File: config.mk
export PLATFORM = sky130hd
export DESIGN_NAME = print_arbiter
export DESIGN_NICKNAME = d
export VERILOG_FILES = /design/src/rtl/print_arbiter.sv
export SDC_FILE = /design/constraint.sdc
export NUM_CORES = 1
export LEC_CHECK = 0
export ABC_AREA = 1
export ABC_CLOCK_PERIOD_IN_PS = 2100
export CAP_MARGIN = 15
export CELL_PAD_IN_SITES_DETAIL_PLACEMENT = 1
export CELL_PAD_IN_SITES_GLOBAL_PLACEMENT = 1
export CORE_ASPECT_RATIO = 0.7
export CORE_MARGIN = 2
export CORE_UTILIZATION = 43
export DETAILED_ROUTE_END_ITERATION = 8
export DONT_BUFFER_PORTS = 1
export PLACE_DENSITY = 0.86
export SYNTH_ARGS = -nofsm -noshare
export SYNTH_HDL_FRONTEND = slang
export SYNTH_SLANG_ARGS = --single-unit
File: constraint.sdc
create_clock -name clk -period 2.1 [get_ports clk]
set_input_delay 0.21 -clock clk [delete_from_list [all_inputs] [get_ports clk]]
set_output_delay 0.21 -clock clk [all_outputs]
set_load 0.005 [all_outputs]
File: src/rtl/print_arbiter.sv
// print_arbiter: shares one console output channel among NCORES ALUs.
// A round-robin arbiter grants at most one PRINT request per cycle and
// pushes {core index, value} into a first-word-fall-through FIFO. The FIFO
// drains through a valid/ready interface. Every requester that is not
// granted is stalled so its ALU holds the PRINT instruction and value.
module print_arbiter #(
  parameter int NCORES     = 4,
  parameter int FIFO_DEPTH = 4,
  parameter int CORE_W     = 4
) (
  input  logic                   clk,
  input  logic                   rst,
  input  logic [NCORES-1:0]      print_valid,
  input  logic [NCORES*16-1:0]   print,
  output logic [NCORES-1:0]      core_stall,
  output logic                   out_valid,
  output logic [15:0]            out_data,
  output logic [CORE_W-1:0]      out_core,
  input  logic                   out_ready,
  output logic [CORE_W:0]        fifo_count
);

  localparam int PTR_W = (FIFO_DEPTH > 1) ? $clog2(FIFO_DEPTH) : 1;
  localparam logic [CORE_W:0]   DEPTH_C = (CORE_W+1)'(FIFO_DEPTH);
  localparam logic [CORE_W-1:0] LAST_C  = CORE_W'(NCORES - 1);

  // Arbitration and FIFO state
  logic [CORE_W-1:0] r_rr_ptr;
  logic [PTR_W-1:0]  r_wr_ptr;
  logic [PTR_W-1:0]  r_rd_ptr;
  logic [CORE_W:0]   r_count;
  logic [15:0]       r_mem_data [FIFO_DEPTH];
  logic [CORE_W-1:0] r_mem_core [FIFO_DEPTH];

  // Combinational arbitration results
  logic              w_accept;
  logic              w_hit_hi;
  logic              w_hit_any;
  logic [CORE_W-1:0] w_idx_hi;
  logic [CORE_W-1:0] w_idx_any;
  logic              w_grant;
  logic [CORE_W-1:0] w_gidx;
  logic [NCORES-1:0] w_gnt_vec;
  logic [15:0]       w_push_data;
  logic              w_pop;

  // Full check ignores same-cycle pop, keeping out_ready off the stall path.
  assign w_accept = !rst && (r_count < DEPTH_C);
  assign w_pop    = out_valid && out_ready;

  // Round-robin search: lowest requester at or above rr_ptr, else lowest
  // requester overall (the wrap-around part of the search).
  always_comb begin
    w_hit_hi  = 1'b0;
    w_hit_any = 1'b0;
    w_idx_hi  = '0;
    w_idx_any = '0;
    for (int unsigned i = 0; i < NCORES; i++) begin
      if (print_valid[i] && !w_hit_any) begin
        w_hit_any = 1'b1;
        w_idx_any = CORE_W'(i);
      end
      if (print_valid[i] && !w_hit_hi && (32'(r_rr_ptr) <= i)) begin
        w_hit_hi = 1'b1;
        w_idx_hi = CORE_W'(i);
      end
    end
    w_grant = w_accept && w_hit_any;
    w_gidx  = w_hit_hi ? w_idx_hi : w_idx_any;
  end

  // Grant decode, stall generation and selection of the granted value
  always_comb begin
    w_gnt_vec   = '0;
    w_push_data = '0;
    for (int unsigned i = 0; i < NCORES; i++) begin
      w_gnt_vec[i] = w_grant && (w_gidx == CORE_W'(i));
      if (w_gnt_vec[i]) begin
        w_push_data = print[i*16 +: 16];
      end
    end
  end

  assign core_stall = print_valid & ~w_gnt_vec;

  // FIFO head presentation; an empty FIFO shows zeros
  assign out_valid  = (r_count != '0);
  assign out_data   = out_valid ? r_mem_data[r_rd_ptr] : '0;
  assign out_core   = out_valid ? r_mem_core[r_rd_ptr] : '0;
  assign fifo_count = r_count;

  // FIFO storage writes; contents need no reset since count gates validity
  always_ff @(posedge clk) begin
    if (w_grant) begin
      r_mem_data[r_wr_ptr] <= w_push_data;
      r_mem_core[r_wr_ptr] <= w_gidx;
    end
  end

  // Pointer, occupancy and round-robin state updates
  always_ff @(posedge clk or posedge rst) begin
    if (rst) begin
      r_rr_ptr <= '0;
      r_wr_ptr <= '0;
      r_rd_ptr <= '0;
      r_count  <= '0;
    end else begin
      if (w_grant) begin
        r_wr_ptr <= r_wr_ptr + 1'b1;
        r_rr_ptr <= (w_gidx == LAST_C) ? '0 : w_gidx + 1'b1;
      end
      if (w_pop) begin
        r_rd_ptr <= r_rd_ptr + 1'b1;
      end
      case ({w_grant, w_pop})
        2'b10:   r_count <= r_count + 1'b1;
        2'b01:   r_count <= r_count - 1'b1;
        default: r_count <= r_count;
      endcase
    end
  end

endmodule

==> flow_summary.json <==
{
  "yosys.area_share.simple": 0.2613,
  "hold_viol_final": 0,
  "tritoncts": "yes",
  "syn_to_final_growth_pct": 21.69,
  "numCtsBuffers": 9,
  "io_pins": 101,
  "min_period_over_period": 1.045,
  "die_w_um": 129.1,
  "grt_antenna_before_repair": 0,
  "cts_buffer_depth": 2,
  "synth_top_family_by_area": "simple AND/OR/NAND/NOR gates",
  "overflow": 0,
  "yosysSeqAreaShare": 0.5173,
  "slowest_delay_ps": 410,
  "place.gp.congestion": 0.9578,
  "hold_end": "r_mem_data[3][6]",
  "multiInputGateArea_sq_um": 2033,
  "grt_max_degree": 51,
  "drt_iter0_markers": 357,
  "grt_pass1_vias": 4327,
  "p_leak_nw": 2.461,
  "ant_nets": 0,
  "synth.area.mux_share": 0,
  "rows": 31,
  "drtPass1Iterations": 5,
  "hp-start": "print[54]",
  "drive_gt1_frac": 0.2453,
  "yosys_warnings": 0,
  "synth_top_cell_by_area": "edfxtp_1",
  "ir_worst_vdd_uv": 616.1,
  "synthTopCellsByArea": "edfxtp_1, nor2_1, nand2_1",
  "instances_no_fill": 735,
  "via_per_inst": 5.725,
  "cts_sinks": 83,
  "hold_path_depth": 2,
  "io_buffer_count": 0,
  "violations": "negative setup slack",
  "final_cell_mix": "nor2_1, edfxtp_1, inv_1, nand2_1, nand4_1",
  "postLayoutCellArea_sq_um": 5734,
  "syn-cell-area_sq_um": 4712,
  "dieArea_sq_um": 11830,
  "place_area_sq_um": 4936,
  "path_cells": "a21oi_2 -> inv_1 -> nand2_2 -> o21ai_4 -> inv_4 -> ha_4 -> buf_6 -> nand4_1 -> nand2_1 -> inv_2 -> nand2_2 -> nand2_4",
  "drcViolationCount": 0,
  "cp_slowest_cell": "dfrtp_1",
  "crit_arrival_ps": 2280,
  "core_sq_um": 10510,
  "cp_max_fo": 4,
  "wl_per_cell_um": 22.54,
  "die_h_um": 91.59,
  "ys_types": 30,
  "rsz0062_at_grt": "true",
  "cts_htree_levels": 3,
  "path_common_cell": "nand2_2",
  "synthCells": 554,
  "relSlewSlack": 0.6464,
  "syn_avg_cell_area_sq_um": 8.505,
  "initial_utilization": 0.4483,
  "layout_setup_ws_ps": -94.93,
  "synth_edf_count": 72,
  "rrSetupSlack_ps": -90,
  "async_reset_ff_frac": 0.1325,
  "place_inst": 697,
  "grt_pass1_wl_um": 24470,
  "yosys.area.top_type_share": 0.4588,
  "ff_latch_area_sq_um": 2439,
  "reg2reg_from": "r_rr_ptr[1]",
  "synth_compound_area_frac": 0.06824,
  "slew_viol_final": 0,
  "hpwl_um": 10240,
  "outcome": "finished, violations left",
  "powerDensity_nw_per_um2": 1369,
  "fin_skew_ps": 12.19,
  "cp-start-kind": "register",
  "synthXorXnorAreaFrac": 0.007435,
  "path_class": "reg -> reg",
  "nNetsFinal": 666,
  "rr_endpoint": "r_mem_data[2][0]",
  "rr_worst_depth": 12,
  "synth_adder_area_share": 0.03611,
  "root_buffer": "clkbuf_16",
  "total_power_mw": 7.849,
  "setup_viol": 52,
  "n_fill_cell": 1211,
  "synth_ff_type": "edfxtp_1",
  "tightest_slew_ps": 530.4,
  "clkTransAtPathRegs_ps": 70,
  "final_common_cell": "nor2_1",
  "num_vias": 4208,
  "wl_um": 16570,
  "clock_latency_ps": 350,
  "antennaDiodeCount": 0,
  "cp.required_ps": 2190,
  "cap_violations": 0,
  "hold_path_class": "in -> reg",
  "grt_use_total": 0.2742,
  "maxClockFrequency_ghz": 0.4556,
  "postLayoutCoreUtil": 0.5455,
  "ys_ff_latch": 83,
  "period_minus_slack_ps": 2195,
  "end_kind": "register"
}
[worst max-delay path: cells and delay by family (launching register included)]
| kind | cells | cell delay, ps |
|---|---|---|
| AO/OA/AOI/OAI | 2 | 320 |
| adder cells (fa/ha/maj) | 1 | 190 |
| buffers and inverters | 4 | 380 |
| flip-flops | 1 | 410 |
| AND/OR/NAND/NOR | 5 | 620 |
[routing by layer]
layer,GRT usage,share of wire,vias up
met3,0.04891,0.067,31
met1,0.3741,0.43,2075
met4,0.09330,0.029,0
met2,0.4399,0.47,220
li1,-,-,1882
met5,0,0,-
[repair_timing]
item / CTS / global route
gates cloned: 1 / 0
endpoints found under the hold margin: 11 / 0
pin swaps: 13 / 18
setup buffers: 14 / 6
hold buffers: 1 / 0
setup endpoints to repair: 74 / 71
resized for setup: 44 / 50
[through the flow]
step	setup WS (ps)	setup TNS (ps)	hold WS, ps
2_1_floorplan	-15.77	-380.2	-11.42
3_3_place_gp	-27.20	-206.2	99.23
3_5_place_dp	-220.9	-11700	103.9
4_1_cts	-34.39	-63.96	125.8
5_1_grt	-167.1	-7341	135.2
6_report	-94.93	-2209	125.1
[power breakdown]
group | internal [mW] | total (mW) | switching [mW]
Combinational | 1.43 | 3.97 | 2.54
Clock | 0.823 | 1.55 | 0.723
Sequential | 2.14 | 2.33 | 0.186
Total | 4.40 | 7.85 | 3.45
[sequential cells by signal (all words and copies together) (netlist names)]
register,cells
r_wr_ptr,2
r_rr_ptr,2
fifo_count,5
r_mem_data,64
r_mem_core,8
r_rd_ptr,2
[logic make-up after synthesis]
kind of cell             count (synthesis)
AND/OR/NAND/NOR                        270
buffers and inverters                  119
flip-flops                              83
AO/OA/AOI/OAI                           64
adder cells (fa/ha/maj)                 13
XOR/XNOR                                 4
other                                    1
[cell usage after synthesis, types with 2 or more instances]
cell and n:
buf_6 4, xor2_1 2, nor2_1 98, nand2_4 3, inv_2 7, buf_4 4, a21oi_1 20, nand3_1 21
o21ai_0 29, clkinv_1 2, nand4_1 49, ha_1 12, dfrtp_1 11, o21ai_1 14, nand2_1 92, inv_1 76
buf_2 17, clkbuf_1 9, edfxtp_1 72, xnor2_1 2
[area by class of cell]
class,instances,area share
clock inverter,7,0.01026
sequential,83,0.4253
multi-input combinational,353,0.3546
timing repair buffer,50,0.08030
inverter,85,0.05804
clock buffer,9,0.03928
tap,148,0.03229
[worst max-delay path by stage]
stage | from | endpoint | slack [ps] | cells after the start
2_1_floorplan | fifo_count[4] | fifo_count[3] | -20 | 12
3_3_place_gp | r_rr_ptr[1] | r_mem_data[1][14] | -30 | 10
3_5_place_dp | r_rr_ptr[1] | r_mem_data[0][2] | -220 | 10
4_1_cts | r_rr_ptr[1] | core_stall[0] | -30 | 9
5_1_grt | r_rr_ptr[1] | r_mem_data[2][0] | -170 | 12
6_report | r_rr_ptr[1] | r_mem_data[2][0] | -90 | 12
Power figures use the tool's default switching activity.
